`src/rtl/ov5640_sccb_responder.sv`:
```
// SCCB slave for an OV5640-style register file: turns 16-bit-address writes into
// wr_word pulses and serves sequential reads from an external rd_addr/rd_data port.
module ov5640_sccb_responder #(
    parameter logic [7:0] DEVICE_ID  = 8'h78,
    parameter int         ADDR_WIDTH = 16,
    parameter int         DATA_WIDTH = 8
) (
    input  logic                             clk,
    input  logic                             rst_n,
    input  logic                             sioc,
    input  logic                             siod_in,
    output logic                             siod_oe,
    output logic                             wr_valid,
    output logic [ADDR_WIDTH+DATA_WIDTH-1:0] wr_word,
    output logic [ADDR_WIDTH-1:0]            rd_addr,
    input  logic [DATA_WIDTH-1:0]            rd_data,
    output logic                             busy
);

    typedef enum logic [3:0] {
        IDLE, ID, ACK_ID, ADDR_H, ACK_AH, ADDR_L, ACK_AL,
        DATA_W, ACK_DW, DATA_R, MACK, WAIT_STOP
    } state_t;

    state_t                state, state_nxt;
    logic                  oe_nxt;
    logic [1:0]            sioc_sync, siod_sync;
    logic                  sioc_q, siod_q;
    logic                  sioc_s, siod_s;
    logic                  sioc_rise, sioc_fall, start_det, stop_det;
    logic [2:0]            bit_cnt;
    logic                  byte_full;
    logic [7:0]            shreg;
    logic [6:0]            tx_shreg;
    logic [7:0]            addr_hi;
    logic [ADDR_WIDTH-1:0] addr;
    logic [7:0]            rx_byte, rd_byte;
    logic                  id_match, rx_state, bit_state, bit_last;

    always_ff @(posedge clk or negedge rst_n) begin
        if (!rst_n) begin
            sioc_sync <= 2'b11;
            siod_sync <= 2'b11;
            sioc_q    <= 1'b1;
            siod_q    <= 1'b1;
        end else begin
            // NOTE: non-blocking so every flop samples the pre-edge value of its neighbour.
            sioc_sync <= {sioc_sync[0], sioc};
            siod_sync <= {siod_sync[0], siod_in};
            sioc_q    <= sioc_sync[1];
            siod_q    <= siod_sync[1];
        end
    end

    assign sioc_s    = sioc_sync[1];
    assign siod_s    = siod_sync[1];
    assign sioc_rise = sioc_s & ~sioc_q;
    assign sioc_fall = ~sioc_s & sioc_q;
    // Bus conditions win over a data edge seen in the same clk.
    assign start_det = sioc_s & siod_q & ~siod_s;
    assign stop_det  = sioc_s & ~siod_q & siod_s;

    assign rx_byte   = {shreg[6:0], siod_s};
    assign rd_byte   = 8'(rd_data);
    assign id_match  = (shreg[7:1] == DEVICE_ID[7:1]);
    assign rx_state  = (state == ID) || (state == ADDR_H) || (state == ADDR_L) || (state == DATA_W);
    assign bit_state = rx_state || (state == DATA_R);
    assign bit_last  = sioc_rise && bit_state && !byte_full && (bit_cnt == 3'd7)
                       && !start_det && !stop_det;
    assign busy      = (state != IDLE);

    always_ff @(posedge clk or negedge rst_n) begin
        if (!rst_n) begin
            state   <= IDLE;
            siod_oe <= 1'b0;
        end else begin
            state   <= state_nxt;
            siod_oe <= oe_nxt;
        end
    end

    always_comb begin
        // NOTE: defaults first so every path assigns both outputs and no latch is inferred.
        state_nxt = state;
        oe_nxt    = siod_oe;
        if (start_det) begin
            state_nxt = ID;
            oe_nxt    = 1'b0;
        end else if (stop_det) begin
            state_nxt = IDLE;
            oe_nxt    = 1'b0;
        end else if (sioc_fall) begin
            case (state)
                ID: begin
                    if (byte_full) begin
                        if (id_match) begin
                            state_nxt = ACK_ID;
                            oe_nxt    = 1'b1;
                        end else begin
                            state_nxt = WAIT_STOP;
                        end
                    end
                end
                ADDR_H: if (byte_full) begin state_nxt = ACK_AH; oe_nxt = 1'b1; end
                ADDR_L: if (byte_full) begin state_nxt = ACK_AL; oe_nxt = 1'b1; end
                DATA_W: if (byte_full) begin state_nxt = ACK_DW; oe_nxt = 1'b1; end
                ACK_ID: begin
                    // shreg still holds the ID byte; bit 0 is R/W.
                    if (shreg[0]) begin
                        state_nxt = DATA_R;
                        oe_nxt    = ~rd_byte[7];
                    end else begin
                        state_nxt = ADDR_H;
                        oe_nxt    = 1'b0;
                    end
                end
                ACK_AH: begin state_nxt = ADDR_L; oe_nxt = 1'b0; end
                ACK_AL, ACK_DW: begin state_nxt = DATA_W; oe_nxt = 1'b0; end
                DATA_R: begin
                    if (byte_full) begin
                        state_nxt = MACK;
                        oe_nxt    = 1'b0;
                    end else begin
                        oe_nxt    = ~tx_shreg[6];
                    end
                end
                MACK: begin
                    // Only reachable after the master acked on the preceding rise.
                    state_nxt = DATA_R;
                    oe_nxt    = ~rd_byte[7];
                end
                default: ;
            endcase
        end else if (sioc_rise && (state == MACK) && siod_s) begin
            state_nxt = WAIT_STOP;
        end
    end

    always_ff @(posedge clk or negedge rst_n) begin
        if (!rst_n) begin
            bit_cnt   <= 3'd0;
            byte_full <= 1'b0;
            shreg     <= 8'd0;
            tx_shreg  <= 7'd0;
            addr_hi   <= 8'd0;
            addr      <= '0;
            rd_addr   <= '0;
            wr_word   <= '0;
            wr_valid  <= 1'b0;
        end else begin
            wr_valid <= 1'b0;

            if (start_det || stop_det || (state_nxt != state)) begin
                bit_cnt   <= 3'd0;
                byte_full <= 1'b0;
            end else if (sioc_rise && bit_state && !byte_full) begin
                bit_cnt   <= bit_cnt + 3'd1;
                byte_full <= (bit_cnt == 3'd7);
                if (rx_state) shreg <= rx_byte;
            end

            if (bit_last) begin
                case (state)
                    ADDR_H: addr_hi <= rx_byte;
                    ADDR_L: addr    <= ADDR_WIDTH'({addr_hi, rx_byte});
                    DATA_W: begin
                        wr_valid <= 1'b1;
                        wr_word  <= {addr, DATA_WIDTH'(rx_byte)};
                    end
                    default: ;
                endcase
            end

            if (!start_det && !stop_det) begin
                if (sioc_rise && (state == MACK) && !siod_s) begin
                    addr    <= addr + ADDR_WIDTH'(1);
                    rd_addr <= addr + ADDR_WIDTH'(1);
                end
                if (sioc_fall) begin
                    case (state)
                        ACK_ID: if (shreg[0]) tx_shreg <= rd_byte[6:0];
                        ACK_DW: addr <= addr + ADDR_WIDTH'(1);
                        DATA_R: if (!byte_full) tx_shreg <= {tx_shreg[5:0], 1'b0};
                        MACK:   tx_shreg <= rd_byte[6:0];
                        default: ;
                    endcase
                end
            end

            if ((state == ID) && (state_nxt == ACK_ID)) rd_addr <= addr;
        end
    end

endmodule

```
`config.mk`:
```
export PLATFORM = sky130hd
export DESIGN_NAME = ov5640_sccb_responder
export DESIGN_NICKNAME = d
export VERILOG_FILES = /design/src/rtl/ov5640_sccb_responder.sv
export SDC_FILE = /design/constraint.sdc
export NUM_CORES = 1
export LEC_CHECK = 0
export ABC_AREA = 0
export CAP_MARGIN = 25
export CORE_ASPECT_RATIO = 0.8
export CORE_MARGIN = 2
export CORE_UTILIZATION = 45
export DETAILED_ROUTE_END_ITERATION = 16
export GPL_TIMING_DRIVEN = 0
export PLACE_DENSITY = 0.71
export SLEW_MARGIN = 25
export SYNTH_ARGS = -nofsm -noshare
export SYNTH_HDL_FRONTEND = slang
export SYNTH_SLANG_ARGS = --single-unit
```
`constraint.sdc`:
```
create_clock -name clk -period 2.82 [get_ports clk]
set_clock_uncertainty 0.15 [all_clocks]
set_input_delay 0.705 -clock clk [delete_from_list [all_inputs] [get_ports clk]]
set_output_delay 0.705 -clock clk [all_outputs]
set_load 0.05 [all_outputs]
```
==> metrics.csv <==
stage,metric,value,unit
setup_path,crit path cell chain,"buf_4, clkbuf_4, or4_1, buf_4",
final_layout,Finished Core Util,56.8,%
drt,vias per cell,5.90,
timing,final setup vio count,0,
setup_path,Setup CP Type,reg -> out,
setup_path,FF-to-FF setup slack,0.23,ns
yosys,cell area after synthesis,4860,um2
die,area of the die,11600,um2
yosys,"Top FF cell, synth",dfrtp_1,
clock_network,"Clk pin slew, worst setup/hold paths",0.07,ns
clock_network,CTS tree,yes,
clock_network,worst-skew pair later-pin latency,0.35,ns
place,quantity of I/O buffers inserted on ports,54,
yosys,Synth warnings,0,
yosys,synth unique cells,68,
global_routing,first-pass GRT wire length,21.3,mm
drt,Post-Route WL,12.8,mm
timing,final hold violations,0,
setup_path,Crit path required time,1.97,ns
timing,final setup margin,0.0661,ns
global_routing,gr usage total,23.5,%
global_routing,initial antenna violation count,0,
power,maximum vdd drop,0.498,mV
timing,Fmax,363,MHz
setup_path,critical path arrival,1.90,ns
clock_network,# resized after CTS,5,
setup_path,worst r2r dst,wr_word[18]$_DFFE_PN0P_,
drt,Iter 0 DRT Violations,317,
setup_path,worst path bufs/invs,3,
setup_path,Worst path most repeated cell,buf_4,
place,post-place setup slack,-0.0648,ns
global_routing,grt total ovfl,0,
yosys,Synth Register Bits,95,
drt,First-pass DRT Iterations,4,
clock_network,clk sinks,95,
final_layout,final cell count without fillers,664,
die,IO Count,55,
yosys,Post-synth EDFFs,0,
clock_network,setup bufs post-CTS,0,
final_layout,Layout area overhead,21.3,%
setup_path,crit path capture type,primary output,
status,outcome,finished clean,
setup_path,R2R depth,7,
final_layout,Filler Cells Inserted,920,
clock_network,# H-tree levels,3,
setup_path,crit-path leading delay family,buffers and inverters,
setup_path,CP Launch Type,flip-flop,
clock_network,maximum clock path buffer count,2,
place,placed cell count,648,
yosys,cell count after synthesis,453,
timing,Max transition margin,46.9,%
job,# Max-Cap Violations,0,
final_layout,fraction of layout cells with a size suffix above 1,20.8,%
worst_hold_path,Worst Hold Class,in -> async,
drt,via count,3915,
timing,minimum clock period,2.75,ns
global_routing,vias in the first global route,3885,
die,Die Y,96.9,um
power,PwrDens,871,nW/um2
final_layout,Final #Nets,534,
setup_path,critical path's slowest cell,or4_1,
clock_network,cts-stage hold buffer count,0,
power,leakage,2.59,nW
die,core footprint,10400,um2
die,Rows,33,
place,HPWL Detailed,9.02,mm
timing,Final period util,97.7,%
final_layout,number of diodes,0,
clock_network,CTS root buffer,clkbuf_16,
timing,Final Max Slew Viols,0,
drt,Routed WL per cell,19.2,um
timing,RSZ-0062 raised after global routing,false,
yosys,sequential-to-total area share from yosys stat,49.1,%
drt,drc violations,0,
setup_path,Slowest Stage Delay on Critical Path,0.52,ns
yosys,fraction of registers with async set/reset,100,%
setup_path,Reg-to-Reg Start,siod_sync[1]$_DFF_PN1_,
place,gpl congestion,0.909,
setup_path,worst-path fanout max,10,
yosys,syn nets,468,
timing,worst-margin pin slew,0.792,ns
clock_network,CTS buffer count,9,
yosys,syn avg cell area,10.7,um2
die,die extent in x,120,um
global_routing,largest net degree at the start of global routing,76,
die,Initial Util,46.9,%
power,Final Power,5.13,mW
drt,"antenna viol nets, final",0,
## final cells by class
cell class | instances | area [um2] | share of cell area [%]
tap | 140 | 175 | 2.97
multi-input combinational | 320 | 2250 | 38.3
buffer | 25 | 175 | 2.97
sequential | 95 | 2380 | 40.5
clock buffer | 11 | 243 | 4.12
timing repair buffer | 55 | 567 | 9.62
inverter | 13 | 48.8 | 0.829
clock inverter | 5 | 42.5 | 0.722
## worst register-to-register path, delay by kind of cell, from the launching register on
family                    cells  cell delay (ns)
muxes                         1             0.35
xor gates and xnor gates      1             0.15
DFF                           1             0.53
and+or+nand+nor               3             0.86
buffers and inverters         2             0.44
## sequential cells by signal, summed over array words and instances (netlist names)
signal,count
addr,16
addr_hi,8
bit_cnt,3
byte_full,1
rd_addr,16
shreg,8
sioc_q,1
sioc_sync,2
siod_oe,1
siod_q,1
siod_sync,2
state,4
tx_shreg,7
wr_valid,1
wr_word,24
## worst max path at each step
stage                  startpoint                 endpoint  slack [ns]  cells past startpoint
5_1_grt        state[0]$_DFF_PN0_                     busy        0.02                      4
3_5_place_dp   state[0]$_DFF_PN0_                     busy       -0.06                      4
3_3_place_gp                rst_n  wr_word[17]$_DFFE_PN0P_       -2.59                      1
6_report       state[0]$_DFF_PN0_                     busy        0.07                      4
2_1_floorplan  state[0]$_DFF_PN0_                     busy        0.47                      3
4_1_cts        state[0]$_DFF_PN0_                     busy        0.05                      4
## power breakdown
group / internal (mW) / total [mW] / switching, mW
Sequential: 1.69 / 2.09 / 0.403
Clock: 0.630 / 1.17 / 0.538
Combinational: 0.731 / 1.87 / 1.14
Total: 3.05 / 5.13 / 2.08
## cell usage after synthesis (all sizes together), types with 3 or more instances
cell type / count / area (um2)
nand3: 11 / 55.1
a211oi: 4 / 40.0
o22ai: 8 / 50.1
a311oi: 6 / 65.1
a211o: 3 / 26.3
mux2: 52 / 586
nand2b: 9 / 66.3
nor3: 12 / 81.3
o22a: 7 / 61.3
o21ai: 17 / 96.3
a21oi: 32 / 160
a21o: 3 / 22.5
a22oi: 7 / 52.6
inv: 13 / 48.8
or3: 3 / 18.8
o32ai: 3 / 26.3
o211ai: 3 / 22.5
ha: 3 / 37.5
dfrtp: 89 / 2230
and3: 5 / 31.3
nand4: 3 / 18.8
nand2: 33 / 131
nor2: 50 / 195
dfstp: 6 / 158
o2bb2a: 3 / 30.0
a31oi: 5 / 31.3
mux2i: 4 / 40.0
buf: 23 / 161
## metal layers
metal  share of wire (%)  track usage, %  routed length [um]
met1                  49            36.3                6270
met2                  43            32.9                5460
met3                 6.8            5.42                 870
met4                 1.2            6.15                 155
met5                   0               0                   0
## placed cells by master (no fill, tap or decap), types with 8 or more instances in the layout
cell	instances
dfrtp_1	89
clkdlybuf4s50_1	52
nor2_1	49
mux2_2	42
a21oi_1	32
nand2_1	32
o21ai_0	15
inv_1	11
nand3_1	11
buf_2	10
mux2_1	10
nor3_1	9
clkbuf_16	9
buf_4	8
o22ai_1	8
## through the flow
step / TNS (ns) / cell area [um2] / hold slack (ns)
global route: 0 / 5890 / 0.0526
CTS: 0 / 5880 / 0.0514
global placement: -238.72 / 5570 / 0.197
finish: 0 / 5890 / 0.0485
detailed placement: -0.0648 / 5600 / 0.199
floorplan: 0 / 4860 / 0.195
## cells by family (layout without fill, tap and decap cells)
kind of cell             count (synthesis)  count (layout)  share of synthesized area (%)
adder cells (fa/ha/maj)                  3               3                          0.773
multiplexers                            56              56                           12.9
flip-flops                              95              95                           49.1
AO/OA/AOI/OAI                          117             117                           17.2
buffers and inverters                   38             109                           4.48
AND/OR/NAND/NOR                        142             142                           15.2
XOR/XNOR                                 2               2                          0.361
(Power assumes the default switching activity.)
